`config.mk`:
```
export PLATFORM = sky130hd
export DESIGN_NAME = id_stage_flat
export DESIGN_NICKNAME = d
export VERILOG_FILES = /design/src/rtl/arm_defs_pkg.sv /design/src/rtl/id_stage_if.sv /design/src/rtl/register_file.sv /design/src/rtl/id_stage.sv /design/src/flat_wrapper.sv
export SDC_FILE = /design/constraint.sdc
export NUM_CORES = 2
export LEC_CHECK = 0
export ABC_CLOCK_PERIOD_IN_PS = 29100
export CAP_MARGIN = 5
export CORE_MARGIN = 2
export CORE_UTILIZATION = 63
export DETAILED_ROUTE_END_ITERATION = 8
export HOLD_SLACK_MARGIN = 0.15
export PLACE_DENSITY_LB_ADDON = 0.08
export SYNTH_ARGS = -nofsm -noshare
export SYNTH_HDL_FRONTEND = slang
export SYNTH_HIERARCHICAL = 1
export SYNTH_SLANG_ARGS = --single-unit
```
`constraint.sdc`:
```
create_clock -name clk -period 29.1 [get_ports clk]
set_input_delay 5.82 -clock clk [delete_from_list [all_inputs] [get_ports clk]]
set_output_delay 5.82 -clock clk [all_outputs]
set_load 0.1 [all_outputs]
```
`src/rtl/arm_defs_pkg.sv`:
```
// Shared ARM-subset encodings: ALU commands, opcodes, condition codes, modes and the
// control bundle carried across the ID/EX boundary.
package arm_defs_pkg;

  localparam logic [3:0] EXE_NOP = 4'b0000;
  localparam logic [3:0] EXE_MOV = 4'b0001;
  localparam logic [3:0] EXE_ADD = 4'b0010;
  localparam logic [3:0] EXE_ADC = 4'b0011;
  localparam logic [3:0] EXE_SUB = 4'b0100;
  localparam logic [3:0] EXE_SBC = 4'b0101;
  localparam logic [3:0] EXE_AND = 4'b0110;
  localparam logic [3:0] EXE_ORR = 4'b0111;
  localparam logic [3:0] EXE_EOR = 4'b1000;
  localparam logic [3:0] EXE_MVN = 4'b1001;

  localparam logic [3:0] OP_AND = 4'b0000;
  localparam logic [3:0] OP_EOR = 4'b0001;
  localparam logic [3:0] OP_SUB = 4'b0010;
  localparam logic [3:0] OP_ADD = 4'b0100;
  localparam logic [3:0] OP_ADC = 4'b0101;
  localparam logic [3:0] OP_SBC = 4'b0110;
  localparam logic [3:0] OP_TST = 4'b1000;
  localparam logic [3:0] OP_CMP = 4'b1010;
  localparam logic [3:0] OP_ORR = 4'b1100;
  localparam logic [3:0] OP_MOV = 4'b1101;
  localparam logic [3:0] OP_MVN = 4'b1111;
  localparam logic [3:0] OP_MEM = 4'b0100;

  localparam logic [3:0] COND_EQ = 4'b0000;
  localparam logic [3:0] COND_NE = 4'b0001;
  localparam logic [3:0] COND_CS = 4'b0010;
  localparam logic [3:0] COND_CC = 4'b0011;
  localparam logic [3:0] COND_MI = 4'b0100;
  localparam logic [3:0] COND_PL = 4'b0101;
  localparam logic [3:0] COND_VS = 4'b0110;
  localparam logic [3:0] COND_VC = 4'b0111;
  localparam logic [3:0] COND_HI = 4'b1000;
  localparam logic [3:0] COND_LS = 4'b1001;
  localparam logic [3:0] COND_GE = 4'b1010;
  localparam logic [3:0] COND_LT = 4'b1011;
  localparam logic [3:0] COND_GT = 4'b1100;
  localparam logic [3:0] COND_LE = 4'b1101;
  localparam logic [3:0] COND_AL = 4'b1110;
  localparam logic [3:0] COND_NV = 4'b1111;

  localparam logic [1:0] MODE_DP  = 2'b00;
  localparam logic [1:0] MODE_MEM = 2'b01;
  localparam logic [1:0] MODE_BR  = 2'b10;

  typedef struct packed {
    logic       wb_en;
    logic       mem_r_en;
    logic       mem_w_en;
    logic       b;
    logic       s;
    logic [3:0] exe_cmd;
  } ctrl_t;

  typedef struct packed {
    logic [31:0] pc;
    logic [31:0] val_rn;
    logic [31:0] val_rm;
    logic        imm;
    logic [11:0] shift_operand;
    logic [23:0] signed_imm_24;
    logic [3:0]  dest;
  } id_data_t;

  localparam ctrl_t CTRL_BUBBLE = '0;

  // nzcv is {N,Z,C,V}
  function automatic logic cond_pass(input logic [3:0] cond, input logic [3:0] nzcv);
    logic n, z, c, v, pass;
    n = nzcv[3];
    z = nzcv[2];
    c = nzcv[1];
    v = nzcv[0];
    case (cond)
      COND_EQ: pass = z;
      COND_NE: pass = ~z;
      COND_CS: pass = c;
      COND_CC: pass = ~c;
      COND_MI: pass = n;
      COND_PL: pass = ~n;
      COND_VS: pass = v;
      COND_VC: pass = ~v;
      COND_HI: pass = c & ~z;
      COND_LS: pass = ~c | z;
      COND_GE: pass = (n == v);
      COND_LT: pass = (n != v);
      COND_GT: pass = ~z & (n == v);
      COND_LE: pass = z | (n != v);
      COND_AL: pass = 1'b1;
      default: pass = 1'b0;
    endcase
    return pass;
  endfunction

endpackage

```
`src/rtl/id_stage_if.sv`:
```
// IF/ID inputs, write-back port, hazard-unit taps and ID/EX outputs of the decode stage.
interface id_stage_if;
  logic [31:0] pc_in;
  logic [31:0] instruction;
  logic [3:0]  status;
  logic        hazard;
  logic        freeze;
  logic        flush;
  logic        wb_en_in;
  logic [3:0]  wb_dest;
  logic [31:0] wb_value;

  logic [3:0]  src1;
  logic [3:0]  src2;
  logic        two_src;

  logic [31:0] pc_out;
  logic [31:0] val_rn;
  logic [31:0] val_rm;
  logic        wb_en;
  logic        mem_r_en;
  logic        mem_w_en;
  logic        b;
  logic        s;
  logic [3:0]  exe_cmd;
  logic        imm;
  logic [11:0] shift_operand;
  logic [23:0] signed_imm_24;
  logic [3:0]  dest;

  modport master (
    output pc_in, instruction, status, hazard, freeze, flush, wb_en_in, wb_dest, wb_value,
    input  src1, src2, two_src, pc_out, val_rn, val_rm, wb_en, mem_r_en, mem_w_en, b, s,
    input  exe_cmd, imm, shift_operand, signed_imm_24, dest
  );

  modport slave (
    input  pc_in, instruction, status, hazard, freeze, flush, wb_en_in, wb_dest, wb_value,
    output src1, src2, two_src, pc_out, val_rn, val_rm, wb_en, mem_r_en, mem_w_en, b, s,
    output exe_cmd, imm, shift_operand, signed_imm_24, dest
  );
endinterface

```
`src/rtl/register_file.sv`:
```
// N_REGS x 32 register file: two combinational read ports with write-through, one write port,
// asynchronously cleared.
module register_file #(
  parameter int unsigned N_REGS = 16,
  localparam int unsigned AW = $clog2(N_REGS)
) (
  input  logic          clk,
  input  logic          rst,
  input  logic          we_i,
  input  logic [AW-1:0] waddr_i,
  input  logic [31:0]   wdata_i,
  input  logic [AW-1:0] raddr1_i,
  output logic [31:0]   rdata1_o,
  input  logic [AW-1:0] raddr2_i,
  output logic [31:0]   rdata2_o
);

  logic [31:0] regs_q [N_REGS];
  logic [31:0] regs_d [N_REGS];

  always_comb begin
    regs_d = regs_q;
    if (we_i) regs_d[waddr_i] = wdata_i;
  end

  always_ff @(posedge clk or posedge rst) begin
    if (rst) regs_q <= '{default: '0};
    else     regs_q <= regs_d;
  end

  // Write-through lets decode see a value retiring in the same cycle.
  assign rdata1_o = (we_i && (waddr_i == raddr1_i)) ? wdata_i : regs_q[raddr1_i];
  assign rdata2_o = (we_i && (waddr_i == raddr2_i)) ? wdata_i : regs_q[raddr2_i];

endmodule

```
`src/rtl/id_stage.sv`:
```
// Decode stage: field decode, NZCV condition check and operand read, registered into ID/EX.
// flush beats freeze beats a normal load; the register file writes regardless of freeze.
module id_stage
  import arm_defs_pkg::*;
#(
  parameter int unsigned N_REGS = 16
) (
  input logic       clk,
  input logic       rst,
  id_stage_if.slave bus
);

  logic [3:0] cond, opcode, rn, rd, rm;
  logic [1:0] mode;
  logic       i_bit, s_bit, is_str;
  logic [31:0] rn_val, rm_val;

  ctrl_t    ctrl_dec, ctrl_issue, ctrl_d, ctrl_q;
  id_data_t data_new, data_d, data_q;

  assign cond   = bus.instruction[31:28];
  assign mode   = bus.instruction[27:26];
  assign i_bit  = bus.instruction[25];
  assign opcode = bus.instruction[24:21];
  assign s_bit  = bus.instruction[20];
  assign rn     = bus.instruction[19:16];
  assign rd     = bus.instruction[15:12];
  assign rm     = bus.instruction[3:0];

  assign is_str = (mode == MODE_MEM) && (opcode == OP_MEM) && !s_bit;

  assign bus.src1    = rn;
  assign bus.src2    = is_str ? rd : rm;
  assign bus.two_src = ~i_bit | is_str;

  register_file #(
    .N_REGS (N_REGS)
  ) u_rf (
    .clk      (clk),
    .rst      (rst),
    .we_i     (bus.wb_en_in),
    .waddr_i  (bus.wb_dest),
    .wdata_i  (bus.wb_value),
    .raddr1_i (bus.src1),
    .rdata1_o (rn_val),
    .raddr2_i (bus.src2),
    .rdata2_o (rm_val)
  );

  always_comb begin
    ctrl_dec = CTRL_BUBBLE;
    case (mode)
      MODE_DP: begin
        ctrl_dec.s     = s_bit;
        ctrl_dec.wb_en = 1'b1;
        case (opcode)
          OP_MOV: ctrl_dec.exe_cmd = EXE_MOV;
          OP_MVN: ctrl_dec.exe_cmd = EXE_MVN;
          OP_ADD: ctrl_dec.exe_cmd = EXE_ADD;
          OP_ADC: ctrl_dec.exe_cmd = EXE_ADC;
          OP_SUB: ctrl_dec.exe_cmd = EXE_SUB;
          OP_SBC: ctrl_dec.exe_cmd = EXE_SBC;
          OP_AND: ctrl_dec.exe_cmd = EXE_AND;
          OP_ORR: ctrl_dec.exe_cmd = EXE_ORR;
          OP_EOR: ctrl_dec.exe_cmd = EXE_EOR;
          OP_CMP: begin
            ctrl_dec.exe_cmd = EXE_SUB;
            ctrl_dec.wb_en   = 1'b0;
          end
          OP_TST: begin
            ctrl_dec.exe_cmd = EXE_AND;
            ctrl_dec.wb_en   = 1'b0;
          end
          default: ctrl_dec = CTRL_BUBBLE;
        endcase
      end
      MODE_MEM: begin
        if (opcode == OP_MEM) begin
          ctrl_dec.exe_cmd = EXE_ADD;
          if (s_bit) begin
            ctrl_dec.mem_r_en = 1'b1;
            ctrl_dec.wb_en    = 1'b1;
          end else begin
            ctrl_dec.mem_w_en = 1'b1;
          end
        end
      end
      MODE_BR: ctrl_dec.b = 1'b1;
      default: ctrl_dec = CTRL_BUBBLE;
    endcase
  end

  assign ctrl_issue = (cond_pass(cond, bus.status) && !bus.hazard) ? ctrl_dec : CTRL_BUBBLE;

  always_comb begin
    data_new.pc            = bus.pc_in;
    data_new.val_rn        = rn_val;
    data_new.val_rm        = rm_val;
    data_new.imm           = i_bit;
    data_new.shift_operand = bus.instruction[11:0];
    data_new.signed_imm_24 = bus.instruction[23:0];
    data_new.dest          = rd;
  end

  always_comb begin
    ctrl_d = ctrl_q;
    data_d = data_q;
    if (bus.flush) begin
      ctrl_d = CTRL_BUBBLE;
      data_d = data_new;
    end else if (!bus.freeze) begin
      ctrl_d = ctrl_issue;
      data_d = data_new;
    end
  end

  always_ff @(posedge clk or posedge rst) begin
    if (rst) begin
      ctrl_q <= CTRL_BUBBLE;
      data_q <= '0;
    end else begin
      ctrl_q <= ctrl_d;
      data_q <= data_d;
    end
  end

  assign bus.pc_out        = data_q.pc;
  assign bus.val_rn        = data_q.val_rn;
  assign bus.val_rm        = data_q.val_rm;
  assign bus.imm           = data_q.imm;
  assign bus.shift_operand = data_q.shift_operand;
  assign bus.signed_imm_24 = data_q.signed_imm_24;
  assign bus.dest          = data_q.dest;
  assign bus.wb_en         = ctrl_q.wb_en;
  assign bus.mem_r_en      = ctrl_q.mem_r_en;
  assign bus.mem_w_en      = ctrl_q.mem_w_en;
  assign bus.b             = ctrl_q.b;
  assign bus.s             = ctrl_q.s;
  assign bus.exe_cmd       = ctrl_q.exe_cmd;

endmodule
```
`src/flat_wrapper.sv`:
```
// flat-port wrapper written by rule: the top's interface ports become plain ports
module id_stage_flat import arm_defs_pkg::*;
#(
  parameter int unsigned N_REGS = 16
)
  (clk, rst, bus_pc_in, bus_instruction, bus_status, bus_hazard, bus_freeze, bus_flush, bus_wb_en_in, bus_wb_dest, bus_wb_value, bus_src1, bus_src2, bus_two_src, bus_pc_out, bus_val_rn, bus_val_rm, bus_wb_en, bus_mem_r_en, bus_mem_w_en, bus_b, bus_s, bus_exe_cmd, bus_imm, bus_shift_operand, bus_signed_imm_24, bus_dest);
  id_stage_if bus_i ();
  input logic clk;
  input logic rst;
  input wire logic [$bits(bus_i.pc_in)-1:0] bus_pc_in;
  input wire logic [$bits(bus_i.instruction)-1:0] bus_instruction;
  input wire logic [$bits(bus_i.status)-1:0] bus_status;
  input wire logic [$bits(bus_i.hazard)-1:0] bus_hazard;
  input wire logic [$bits(bus_i.freeze)-1:0] bus_freeze;
  input wire logic [$bits(bus_i.flush)-1:0] bus_flush;
  input wire logic [$bits(bus_i.wb_en_in)-1:0] bus_wb_en_in;
  input wire logic [$bits(bus_i.wb_dest)-1:0] bus_wb_dest;
  input wire logic [$bits(bus_i.wb_value)-1:0] bus_wb_value;
  output wire logic [$bits(bus_i.src1)-1:0] bus_src1;
  output wire logic [$bits(bus_i.src2)-1:0] bus_src2;
  output wire logic [$bits(bus_i.two_src)-1:0] bus_two_src;
  output wire logic [$bits(bus_i.pc_out)-1:0] bus_pc_out;
  output wire logic [$bits(bus_i.val_rn)-1:0] bus_val_rn;
  output wire logic [$bits(bus_i.val_rm)-1:0] bus_val_rm;
  output wire logic [$bits(bus_i.wb_en)-1:0] bus_wb_en;
  output wire logic [$bits(bus_i.mem_r_en)-1:0] bus_mem_r_en;
  output wire logic [$bits(bus_i.mem_w_en)-1:0] bus_mem_w_en;
  output wire logic [$bits(bus_i.b)-1:0] bus_b;
  output wire logic [$bits(bus_i.s)-1:0] bus_s;
  output wire logic [$bits(bus_i.exe_cmd)-1:0] bus_exe_cmd;
  output wire logic [$bits(bus_i.imm)-1:0] bus_imm;
  output wire logic [$bits(bus_i.shift_operand)-1:0] bus_shift_operand;
  output wire logic [$bits(bus_i.signed_imm_24)-1:0] bus_signed_imm_24;
  output wire logic [$bits(bus_i.dest)-1:0] bus_dest;
  assign bus_i.pc_in = bus_pc_in;
  assign bus_i.instruction = bus_instruction;
  assign bus_i.status = bus_status;
  assign bus_i.hazard = bus_hazard;
  assign bus_i.freeze = bus_freeze;
  assign bus_i.flush = bus_flush;
  assign bus_i.wb_en_in = bus_wb_en_in;
  assign bus_i.wb_dest = bus_wb_dest;
  assign bus_i.wb_value = bus_wb_value;
  assign bus_src1 = bus_i.src1;
  assign bus_src2 = bus_i.src2;
  assign bus_two_src = bus_i.two_src;
  assign bus_pc_out = bus_i.pc_out;
  assign bus_val_rn = bus_i.val_rn;
  assign bus_val_rm = bus_i.val_rm;
  assign bus_wb_en = bus_i.wb_en;
  assign bus_mem_r_en = bus_i.mem_r_en;
  assign bus_mem_w_en = bus_i.mem_w_en;
  assign bus_b = bus_i.b;
  assign bus_s = bus_i.s;
  assign bus_exe_cmd = bus_i.exe_cmd;
  assign bus_imm = bus_i.imm;
  assign bus_shift_operand = bus_i.shift_operand;
  assign bus_signed_imm_24 = bus_i.signed_imm_24;
  assign bus_dest = bus_i.dest;
  id_stage #(.N_REGS(N_REGS)) u_core (.clk(clk), .rst(rst), .bus(bus_i));
endmodule
```
# After elaboration in Yosys (flattened, before gate mapping)
# Cells that the tools add are included.
# totals
wordCells,121
output_inout_bits,155
inputBits,110
ff_bits,658
# op_classes
bitwise,13
eq_ne,31
n_mux,29
order_cmp,4
n_reduce_logical,15
# ops
cell,count
512-bit bitwise mux,1
137-bit 2-to-1 mux,2
32-bit binary-select mux with 4-bit select,2
32-bit 2-to-1 mux,7
32-bit demux with 4-bit select,1
4-bit == test (second input constant),12
4-bit one-hot mux with 9 select lines,1
4-bit by 3-bit == test with 1-bit output (second input constant),7
9-bit 2-to-1 mux,3
5-bit greater-or-equal comparator (second input constant),3
4-bit inverter with 5-bit output,3
1-bit one-hot mux with 15 select lines,1
4-bit by 2-bit == test with 1-bit output (second input constant),3
11-bit OR reduction,1
9-bit OR reduction,1
4-bit by 1-bit == test with 1-bit output (second input constant),2
4-bit == test,2
4-bit logical NOT,2
4-bit one-hot mux with 2 select lines,1
1-bit logical AND,6
3-bit one-hot mux with 2 select lines,1
5-bit by 1-bit less-than comparator with 1-bit output (second input constant),1
1-bit inverter,5
1-bit 2-to-1 mux,4
14 further kinds,20

# Longest topological paths before layout
# logic_depth
depth_word,11
mapped_depth,14
ltp_nobuf,11

# Modules after synthesis
# Netlist, hierarchy kept.
# by_module_without_submodules
mod,seq_area_each_um2,area_each_um2,cells_per_inst,n_inst
register_file,12812.3,27292.4,1756,1
id_stage,3253.1,5398.9,620,1

# Least setup slack after synthesis
# Ideal clock, no wire load.
# synth_timing
path_kind,in2out
from,input port bus_instruction[21]
to,output port bus_two_src
t_arrival_ns,8.573
slack_ns,14.707
required_time_ns,23.280
path_stages,4
n_path_buf,1
cell_sequence,clkbuf_1 nor4b_1 nand2_1 o21ai_0
# synth_via
elab_chain_cells,4
# synth_rtl
item,line_no,text
from (decl),flat_wrapper.sv:11,input wire logic [$bits(bus_i.instruction)-1:0] bus_instruction;
4-bit by 3-bit == test with 1-bit output,id_stage.sv:30,assign is_str = (mode == MODE_MEM) && (opcode == OP_MEM) && !s_bit;
1-bit logical AND (2 in a row),id_stage.sv:30,
1-bit OR,id_stage.sv:34,assign bus.two_src = ~i_bit | is_str;
to (decl),flat_wrapper.sv:21,output wire logic [$bits(bus_i.two_src)-1:0] bus_two_src;
# Every way passes these cells.

# Worst setup path in the final report
# layout_timing
from,input port bus_instruction[21]
to,output port bus_src2[1]
# layout_via
elab_chain_cells,4
# layout_rtl
item,line_no,text
4-bit by 3-bit == test with 1-bit output,id_stage.sv:30,
1-bit logical AND (2 in a row),id_stage.sv:30,
4-bit 2-to-1 mux,id_stage.sv:33,assign bus.src2 = is_str ? rd : rm;
to (decl),flat_wrapper.sv:20,output wire logic [$bits(bus_i.src2)-1:0] bus_src2;
# Every way passes these cells.

==> out/results.ini <==
[run_status]
status=complete, no violations

[min_path]
min_path_cells=2
hp-start=u_core/bus.val_rn[5]$_DFFE_PP0P_
min_to=u_core/bus.val_rn[5]$_DFFE_PP0P_
hold_class=reg -> reg

[synth]
ys.flop_type=dfrtp_1
syn-num-nets=2486
avgSynthCellArea_um2=13.8
yosysMostFrequentCell=dfrtp_1
syn_area_um2=32700
yosys_warnings=6
synthTopCellsByCount=642 x dfrtp_1, 567 x mux2_2, 443 x nand2_1
async_flop_share_pct=100
syn_inst=2376
synth_edf_count=0
synth_seq_area_share_pct=49.1
ys_types=40
synth_top_area_share_pct=49.1
ys_ff_latch=642
ys_top_cells_by_area=dfrtp_1 49%, mux2_2 20%, mux4_2 18%
yosys.area.top_type=dfrtp_1

[clocking]
ctsResizeCount=0
clock_sinks=642
cts_buffers=70
clk_pin_slew_ps=60
cts_root_buffer=clkbuf_16
clk_latency_ps=600
cts_setup_buffers=0
ctsHoldBuffers=0
cts_tree=yes
clock_path_buffers=3
htree_levels=3

[placement]
gp_congestion=0.925
placed_cell_area_um2=35700
portBuffers=264
hpwlAfterDp_um=50100
place_inst=3133

[timing]
worstMarginPinSlew_ps=1180
fin_setup_tns_ps=0
final_max_slew_viol_count=0
fin_crit_ps=15400
hold_slack_ps=465
clock_skew_ps=22.7
rsz0062_at_grt=no
max_freq_ghz=0.0649
maxSlewHeadroom_pct=20.8
finalSetupViolations=0
finalHoldViolCount=0
period_share_pct=52.9

[detailed_routing]
first_iter_violations=2036
remaining_drc_errors=0
antenna_left=0
avgRoutedWirePerCell_um=27.7
via_per_inst=6.72
via_count=21900
drtPass1Iterations=5
finalWirelength_um=90300

[floorplanning]
die_area_um2=53700
ios=265
initial_core_util_pct=63.7
rows=83
die_w_um=232
die_y_um=232
coreArea_um2=51300

[grt]
grt_pass1_vias=22700
track_usage_pct=34.3
grt_max_degree=115
globalRouteOverflowTotal=0
antenna_found_initial=3
grt_first_pass_wirelength_um=138000

[finish]
area_growth_pct=16.5
instances_no_fill=3256
final_core_util_pct=74.3
layout-drive-gt1-share_pct=39.5
final_area_um2=38100
nFillCells=3265
fin_nets=2635

[critical_path]
path_max_fanout=82
r2r-start=u_core/u_rf/regs_q[24]$_DFFE_PP0P_
slowest_delay_ps=1310
path_buf_inv=2
r2r_slack_ps=27220
rr_endpoint=u_core/bus.val_rn[24]$_DFFE_PP0P_
reg2reg_depth=5
cp_cell_sequence=clkdlybuf4s50_1 > nor4b_1 > nand2_1 > nor2_1 > mux2_8 > clkdlybuf4s50_1
cpMostUsedCell=clkdlybuf4s50_1
critPathTopFamily=buffers and inverters
crit_path_top_delay_cell=clkdlybuf4s50_1
cp.arrival_ps=9580
critical_path.endpoint_type=output port
worstPathRequired_ps=23280
startpoint_type=input port
path_class=in -> out

[power]
irDropWorstVdd_uv=53.7
pwr_density_cell_nw_per_um2=78.7
power.leakage_nw=16.3

[job]
cap_violations=0

==> layout by cell type, fill, tap and decap left out, types with 5 or more instances in the layout <==
cell type / n
o31ai_1: 5
bufinv_16: 7
clkdlybuf4s50_1: 262
mux2_1: 13
dfrtp_1: 642
nor2_4: 11
buf_4: 46
clkinv_2: 7
clkbuf_8: 18
clkbuf_16: 73
clkbuf_1: 12
xor2_1: 9
mux4_2: 258
a22oi_1: 124
mux2_2: 565
nand2_1: 442
o21ai_0: 9
nor2b_4: 6
==> metal layers <==
| layer | vias up | GRT usage [%] | share of wire, % |
|---|---|---|---|
| met1 | 11600 | 47.1 | 40 |
| met4 | 2 | 13.0 | 3.5 |
| met3 | 226 | 6.68 | 8.0 |
| met2 | 1012 | 55.0 | 48 |
| met5 | - | 0 | 0.014 |
| li1 | 9045 | - | - |
==> where the power goes <==
group,internal (mW),switching [mW]
sequential,1.09,0.140
combinational,0.386,0.465
clock,0.562,0.356
==> stage by stage <==
stage / setup WS, ps / total power [mW]
floorplan: 8980 / 1.87
global route: 13430 / 3.12
global placement: 13840 / 2.04
finish: 13700 / 3.00
detailed placement: 13780 / 2.08
CTS: 13760 / 3.01
==> tightest hold or removal path, cell delays in order (launching register included) <==
cell	delay, ps
dfrtp_1	340
nand2_1	50
nand2_1	50
==> sequential cells by signal, summed over array words and instances, names as in the netlist <==
register,flops
u_core/bus.pc_out,32
u_core/bus.imm,1
u_core/bus.b,1
u_core/bus.s,1
u_core/bus.shift_operand,11
u_core/bus.signed_imm_24,13
u_core/bus.wb_en,1
u_core/bus.mem_r_en,1
u_core/bus.val_rn,32
u_core/bus.exe_cmd,4
u_core/bus.val_rm,32
u_core/bus.mem_w_en,1
u_core/u_rf/regs_q,512
==> cells by family (layout without fill, tap and decap cells) <==
| family | after synthesis | count (layout) | synth area share (%) |
|---|---|---|---|
| multiplexers | 839 | 839 | 37.8 |
| flip-flops | 642 | 642 | 49.1 |
| AND/OR/NAND/NOR | 495 | 495 | 6.03 |
| buffers and inverters | 238 | 436 | 3.21 |
| AO/OA/AOI/OAI | 148 | 148 | 3.43 |
| XOR/XNOR | 13 | 13 | 0.371 |
| adder cells (fa/ha/maj) | 1 | 1 | 0.0306 |
| other | 0 | 2 | 0 |
==> worst max-delay path by stage <==
stage,from,end,depth (start not counted)
after floorplan,rst,u_core/u_rf/regs_q[0]$_DFFE_PP0P_,1
after global placement,bus_instruction[21],bus_src2[1],6
after detailed placement,bus_instruction[21],bus_src2[1],6
after CTS,bus_instruction[21],bus_src2[1],6
after global routing,bus_instruction[21],bus_src2[1],6
final,bus_instruction[21],bus_src2[1],6
==> cell type report <==
class                           instances  area, um2  area share [%]
Sequential cell                       642      16100            42.2
Multi-Input combinational cell       1496      15800            41.4
Timing Repair Buffer                  309       2980            7.83
Clock buffer                          102       2110            5.53
Tap cell                              680        851            2.23
Clock inverter                         19        284           0.745
Inverter                                6       35.0          0.0920
Antenna cell                            2       5.00          0.0131
(Power assumes the default switching activity.)
